`config.mk`:
```
export PLATFORM = sky130hd
export DESIGN_NAME = dft_dump_collector
export DESIGN_NICKNAME = d
export VERILOG_FILES = /design/src/rtl/dft_pkg.sv /design/src/rtl/dft_capture_fifo.sv /design/src/rtl/dft_dump_collector.sv
export SDC_FILE = /design/constraint.sdc
export NUM_CORES = 1
export LEC_CHECK = 0
export CAP_MARGIN = 30
export CORE_UTILIZATION = 65
export DETAILED_ROUTE_END_ITERATION = 8
export HOLD_SLACK_MARGIN = 0.15
export PLACE_DENSITY = 0.85
export SLEW_MARGIN = 10
export SYNTH_ARGS = -nofsm -noshare
export SYNTH_HDL_FRONTEND = slang
export SYNTH_SLANG_ARGS = --single-unit
```
`constraint.sdc`:
```
create_clock -name clk -period 8.5 [get_ports clk]
set_input_delay 1.7 -clock clk [delete_from_list [all_inputs] [get_ports clk]]
set_output_delay 1.7 -clock clk [all_outputs]
set_load 0.05 [all_outputs]
```
`src/rtl/dft_pkg.sv`:
```
`default_nettype none
// ============================================================================
// Module   : dft_pkg
// Brief    : Shared types and constants for the DFT dump collector.
// Revision : 1.0 - initial release
// ============================================================================
package dft_pkg;

  // Width of one scan-dump data word.
  localparam int DFT_WORD_W = 32;

  // Collector FSM state encoding.
  typedef enum logic [1:0] {
    ST_IDLE = 2'd0,
    ST_REQ  = 2'd1,
    ST_CAPT = 2'd2,
    ST_ACK  = 2'd3
  } dft_state_e;

endpackage
`default_nettype wire

```
`src/rtl/dft_capture_fifo.sv`:
```
`default_nettype none
// ============================================================================
// Module   : dft_capture_fifo
// Brief    : Synchronous first-word-fall-through capture buffer. The head
//            word is presented combinationally; the parent decides when a
//            push is legal.
// Revision : 1.0 - initial release
// ============================================================================
module dft_capture_fifo
  import dft_pkg::*;
#(
  parameter int DEPTH = 32
) (
  input  logic                    clk,
  input  logic                    rst_n,
  input  logic                    push,
  input  logic                    pop,
  input  logic [DFT_WORD_W-1:0]   din,
  output logic [DFT_WORD_W-1:0]   dout,
  output logic [$clog2(DEPTH):0]  count,
  output logic                    empty,
  output logic                    full
);

  localparam int AW = $clog2(DEPTH);
  localparam logic [AW:0] PTR_ONE = 1;

  // Pointers carry one wrap bit above the log2(DEPTH) address bits, so the
  // plain difference gives the fill level from 0 up to DEPTH.
  logic [AW:0]           wr_ptr_q, wr_ptr_d;
  logic [AW:0]           rd_ptr_q, rd_ptr_d;
  logic [DFT_WORD_W-1:0] mem_q [DEPTH];
  logic                  pop_ok;

  assign count  = wr_ptr_q - rd_ptr_q;
  assign empty  = (count == '0);
  assign full   = (wr_ptr_q[AW] != rd_ptr_q[AW]) &&
                  (wr_ptr_q[AW-1:0] == rd_ptr_q[AW-1:0]);
  // A read of an empty buffer is simply ignored.
  assign pop_ok = pop & ~empty;
  // Drive zero while empty so the head output is deterministic after reset.
  assign dout   = empty ? '0 : mem_q[rd_ptr_q[AW-1:0]];

  // Next-pointer computation.
  always_comb begin
    wr_ptr_d = wr_ptr_q;
    rd_ptr_d = rd_ptr_q;
    if (push)   wr_ptr_d = wr_ptr_q + PTR_ONE;
    if (pop_ok) rd_ptr_d = rd_ptr_q + PTR_ONE;
  end

  // Pointer registers; clearing them empties the buffer.
  always_ff @(posedge clk or negedge rst_n) begin
    if (!rst_n) begin
      wr_ptr_q <= '0;
      rd_ptr_q <= '0;
    end else begin
      wr_ptr_q <= wr_ptr_d;
      rd_ptr_q <= rd_ptr_d;
    end
  end

  // Storage array; contents need no reset since empty masks the head.
  always_ff @(posedge clk) begin
    if (push) mem_q[wr_ptr_q[AW-1:0]] <= din;
  end

endmodule
`default_nettype wire

```
`src/rtl/dft_dump_collector.sv`:
```
`default_nettype none
// ============================================================================
// Module   : dft_dump_collector
// Brief    : Host-side initiator/receiver for the DFT dump interface.
//            Requests a dump, captures strobed words into a FWFT buffer,
//            acknowledges the commit and reports length/overflow status.
// Revision : 1.0 - initial release
// ============================================================================
module dft_dump_collector
  import dft_pkg::*;
#(
  parameter int DEPTH     = 32,
  parameter int EXP_WORDS = 1
) (
  input  logic                    clk,
  input  logic                    reset,
  input  logic                    start,
  output logic                    busy,
  output logic                    done,
  output logic                    dft_val_op,
  input  logic                    dft_op_ack,
  input  logic [DFT_WORD_W-1:0]   dft_out,
  input  logic                    dft_out_strobe,
  input  logic                    dft_op_commit,
  output logic                    dft_commit_ack,
  input  logic                    rd_en,
  output logic [DFT_WORD_W-1:0]   rd_data,
  output logic                    empty,
  output logic [$clog2(DEPTH):0]  count,
  output logic [15:0]             word_cnt,
  output logic                    overflow,
  output logic                    len_err
);

  dft_state_e  state_q, state_d;
  logic        busy_q, busy_d;
  logic        done_q, done_d;
  logic        val_op_q, val_op_d;
  logic        commit_ack_q, commit_ack_d;
  logic [15:0] word_cnt_q, word_cnt_d;
  logic        overflow_q, overflow_d;
  logic        len_err_q, len_err_d;

  logic        capt_strobe;
  logic        fifo_full;
  logic        fifo_push;

  // Words are only accepted while a dump is requested or in progress.
  assign capt_strobe = dft_out_strobe && ((state_q == ST_REQ) || (state_q == ST_CAPT));
  // A full buffer still accepts a word when a read frees a slot this cycle.
  assign fifo_push   = capt_strobe && (!fifo_full || rd_en);

  dft_capture_fifo #(
    .DEPTH (DEPTH)
  ) u_fifo (
    .clk   (clk),
    .rst_n (reset),
    .push  (fifo_push),
    .pop   (rd_en),
    .din   (dft_out),
    .dout  (rd_data),
    .count (count),
    .empty (empty),
    .full  (fifo_full)
  );

  // Next-state and registered-output logic for the dump handshake.
  always_comb begin
    state_d      = state_q;
    done_d       = 1'b0;
    val_op_d     = val_op_q;
    commit_ack_d = commit_ack_q;
    word_cnt_d   = word_cnt_q;
    overflow_d   = overflow_q;
    len_err_d    = len_err_q;

    case (state_q)
      ST_IDLE: begin
        if (start) begin
          state_d    = ST_REQ;
          val_op_d   = 1'b1;
          word_cnt_d = '0;
          overflow_d = 1'b0;
          len_err_d  = 1'b0;
        end
      end
      ST_REQ: begin
        if (dft_op_ack) begin
          state_d  = ST_CAPT;
          val_op_d = 1'b0;
        end
      end
      ST_CAPT: begin
        if (dft_op_commit) begin
          state_d      = ST_ACK;
          commit_ack_d = 1'b1;
        end
      end
      ST_ACK: begin
        if (!dft_op_commit) begin
          state_d      = ST_IDLE;
          commit_ack_d = 1'b0;
          done_d       = 1'b1;
          len_err_d    = (word_cnt_q != 16'(EXP_WORDS));
        end
      end
      default: state_d = ST_IDLE;
    endcase

    // Every captured strobe counts, even one that is dropped for lack of room.
    if (capt_strobe) begin
      if (word_cnt_q != 16'hFFFF) word_cnt_d = word_cnt_q + 16'd1;
      if (fifo_full && !rd_en)    overflow_d = 1'b1;
    end

    busy_d = (state_d != ST_IDLE);
  end

  // State and output registers; reset abandons any handshake in flight.
  always_ff @(posedge clk or negedge reset) begin
    if (!reset) begin
      state_q      <= ST_IDLE;
      busy_q       <= 1'b0;
      done_q       <= 1'b0;
      val_op_q     <= 1'b0;
      commit_ack_q <= 1'b0;
      word_cnt_q   <= '0;
      overflow_q   <= 1'b0;
      len_err_q    <= 1'b0;
    end else begin
      state_q      <= state_d;
      busy_q       <= busy_d;
      done_q       <= done_d;
      val_op_q     <= val_op_d;
      commit_ack_q <= commit_ack_d;
      word_cnt_q   <= word_cnt_d;
      overflow_q   <= overflow_d;
      len_err_q    <= len_err_d;
    end
  end

  assign busy           = busy_q;
  assign done           = done_q;
  assign dft_val_op     = val_op_q;
  assign dft_commit_ack = commit_ack_q;
  assign word_cnt       = word_cnt_q;
  assign overflow       = overflow_q;
  assign len_err        = len_err_q;

endmodule
`default_nettype wire

```
==> flow_metrics.env <==
export IMPL_post_cts_resized=0
export IMPL_ys_seq_area_frac=0.772
export IMPL_ctsLongestPathBuffers=3
export IMPL_grt_max_degree=113
export IMPL_core_sq_um=62100
export IMPL_hold_buffers=0
export IMPL_io_pins=100
export IMPL_multi_input_area_sq_um=9110
export IMPL_fillers=3102
export IMPL_antenna_found_initial=6
export IMPL_place_gp_congestion=0.855
export IMPL_period_share=0.778
export IMPL_hpwlAfterDp_um=55100
export IMPL_layout_common_cells="edfxtp_1 (1024), mux4_2 (320), clkbuf_16 (99)"
export IMPL_synth_seq_cells=1060
export IMPL_cts_sinks=1060
export IMPL_cellLeakagePower_nw=14.8
export IMPL_syn_inst=1739
export IMPL_ff_latch_area_sq_um=31700
export IMPL_cp_endpoint="rd_data[8]"
export IMPL_root_buffer="clkbuf_16"
export IMPL_grt_ovfl_total=0
export IMPL_finClkSkew_ns=0.0229
export IMPL_first_pass_iters=5
export IMPL_fmax_mhz=151
export IMPL_finalSetupTns_ns=0
export IMPL_crit_start="u_fifo.rd_ptr_q[2]$_DFFE_PN0P_"
export IMPL_synthFlopType="edfxtp_1"
export IMPL_start_util=0.661
export IMPL_drc_errors=0
export IMPL_synthArstFlopShare=0.0340
export IMPL_drv_cap=0
export IMPL_hold_path_class="flip-flop to flip-flop"
export IMPL_grt_pass1_vias=21000
export IMPL_worstSetupPathType="flip-flop to output port"
export IMPL_synth_edf_count=1024
export IMPL_cp_required_ns=6.80
export IMPL_final_common_cell="edfxtp_1"
export IMPL_antenna_left=0
export IMPL_outcome="complete, no violations"
export IMPL_worstPathMaxFanout=32
export IMPL_slew_viol_final=0
export IMPL_critPathLaunchType="flip-flop"
export IMPL_cts_setup_buffers=0
export IMPL_grt_pass1_wl_um=152000
export IMPL_wirelength_um=110000
export IMPL_reg2reg_depth=9
export IMPL_power_density_nw_per_um2=348
export IMPL_drive_above_1_share=0.293
export IMPL_syn_nets=1795
export IMPL_area_growth_pct=14.4
export IMPL_setup_violations=0
export IMPL_worstSetupEndpointType="output port"
export IMPL_fp_dieW_um=253
export IMPL_fin_util=0.756
export IMPL_routedWlPerCell_um=38.7
export IMPL_r2r_start="u_fifo.rd_ptr_q[2]$_DFFE_PN0P_"
export IMPL_rr_endpoint="u_fifo.mem_q[11][8]$_DFFE_PP_"
export IMPL_clk_latency_ns=0.66
export IMPL_yosysWarnings=0
export IMPL_fp_row_count=91
export IMPL_slew_headroom=0.317
export IMPL_synthesis_area_sq_um=41000
export IMPL_drtIter0Drc=3167
export IMPL_track_usage=0.353
export IMPL_power_mw=16.3
export IMPL_numCtsBuffers=97
export IMPL_hold_viol_final=0
export IMPL_worst_slew_pin_slew_ns=1.02
export IMPL_yosysUniqueCellTypes=46
export IMPL_fin_nets=1977
export IMPL_viasPerCell=7.25
export IMPL_htreeDepth=3
export IMPL_die_h_um=253
export IMPL_clkTransAtPathRegs_ns=0.07
export IMPL_port_buffers=99
export IMPL_ir_worst_vdd_mv=0.561
export IMPL_period_minus_slack_ns=6.61
export IMPL_rsz0062_at_grt="false"
export IMPL_via_count=20600
export IMPL_reg2reg_setup_slack_ns=3.57
export IMPL_dieArea_sq_um=64100
export IMPL_synth_area_per_cell_sq_um=23.6
export IMPL_worstPathArrival_ns=4.91
export IMPL_cts_tree="built"
## cell usage after synthesis (4+ instances only)
| library cell | number | area share |
|---|---|---|
| edfxtp_1 | 1024 | 0.75 |
| mux4_2 | 320 | 0.18 |
| nor2_1 | 54 | 0.0049 |
| clkbuf_1 | 44 | 0.0040 |
| dfrtp_1 | 36 | 0.022 |
| a22o_1 | 35 | 0.0075 |
| o21ai_0 | 25 | 0.0031 |
| nand2_1 | 23 | 0.0021 |
| buf_2 | 18 | 0.0022 |
| ha_1 | 16 | 0.0049 |
| inv_1 | 14 | 0.0013 |
| a21oi_1 | 12 | 0.0015 |
| buf_6 | 12 | 0.0033 |
| buf_1 | 11 | 0.0010 |
| nand3_1 | 11 | 0.0013 |
| o21ai_1 | 9 | 0.0011 |
| o31ai_1 | 7 | 0.0013 |
| xnor2_1 | 7 | 0.0015 |
| and2_1 | 6 | 0.00092 |
| xor2_1 | 6 | 0.0013 |
| nand2b_1 | 5 | 0.00076 |
| nand4_1 | 5 | 0.00076 |
| and3_1 | 4 | 0.00061 |
## layer usage
layer | track usage | share of wire
met3 | 0.0858 | 0.11
met4 | 0.167 | 0.052
met5 | 0 | 0.00041
met2 | 0.578 | 0.50
met1 | 0.451 | 0.33
## flip-flops by register name, indices dropped and copies added (netlist names)
register / count
dft_val_op: 1
word_cnt: 16
overflow: 1
u_fifo.wr_ptr_q: 6
dft_commit_ack: 1
done: 1
u_fifo.mem_q: 1024
busy: 1
len_err: 1
u_fifo.rd_ptr_q: 6
state_q: 2
## area by class of cell
type / instances / share of cell area
Inverter: 15 / 0.00125
Clock inverter: 71 / 0.0151
Multi-Input combinational cell: 578 / 0.194
Antenna cell: 2 / 0.000107
Timing Repair Buffer: 169 / 0.0391
Clock buffer: 107 / 0.0530
Sequential cell: 1060 / 0.675
Tap cell: 837 / 0.0223
## power breakdown
part           total, mW  switching [mW]  internal [mW]  leakage, nW
clock network       4.45            1.96           2.49         1.54
logic               5.78            3.38           2.40         3.56
registers           6.09           0.153           5.94         9.67
total               16.3            5.49           10.8         14.8
## how the worst min path moves through the flow
stage	from	end	slack, ns	cells past startpoint
5_1_grt	u_fifo.rd_ptr_q[5]$_DFFE_PN0P_	u_fifo.rd_ptr_q[5]$_DFFE_PN0P_	0.50	1
3_5_place_dp	u_fifo.rd_ptr_q[5]$_DFFE_PN0P_	u_fifo.rd_ptr_q[5]$_DFFE_PN0P_	0.48	1
6_report	u_fifo.rd_ptr_q[5]$_DFFE_PN0P_	u_fifo.rd_ptr_q[5]$_DFFE_PN0P_	0.49	1
2_1_floorplan	u_fifo.rd_ptr_q[5]$_DFFE_PN0P_	u_fifo.rd_ptr_q[5]$_DFFE_PN0P_	0.46	1
3_3_place_gp	u_fifo.rd_ptr_q[5]$_DFFE_PN0P_	u_fifo.rd_ptr_q[5]$_DFFE_PN0P_	0.47	1
4_1_cts	u_fifo.rd_ptr_q[5]$_DFFE_PN0P_	u_fifo.rd_ptr_q[5]$_DFFE_PN0P_	0.49	1
## per-stage QoR
| step | instances | hold WS [ns] | setup slack [ns] | instance area (sq um) |
|---|---|---|---|---|
| after global routing | 2838 | 0.501 | 1.68 | 46900 |
| after detailed placement | 2631 | 0.481 | 2.52 | 43200 |
| after floorplan | 1739 | 0.461 | 2.88 | 41000 |
| after global placement | 2629 | 0.474 | 2.47 | 43200 |
| final | 2839 | 0.492 | 1.89 | 46900 |
| after CTS | 2809 | 0.493 | 1.79 | 46400 |
## cell families (layout without fill, tap and decap cells)
family,Yosys count,after routing,share of synthesized area
AO/OA/AOI/OAI,97,97,0.0162
multiplexers,321,321,0.176
XOR/XNOR,13,13,0.00278
other,0,2,0
flip-flops,1060,1060,0.772
buffers and inverters,101,362,0.0121
AND/OR/NAND/NOR,130,130,0.0153
adder cells (fa/ha/maj),17,17,0.00537
## worst max-delay path, stage by stage, from the launching register on
cell	delay, ns
dfrtp_1	0.43
inv_4	0.41
buf_12	0.30
ha_1	0.33
o21ai_1	0.17
a21oi_1	0.09
nor4_1	0.25
a311oi_2	0.21
a21oi_4	0.91
a22o_1	0.29
clkdlybuf4s50_1	0.83
No activity file was read; power rests on OpenSTA's default activity.
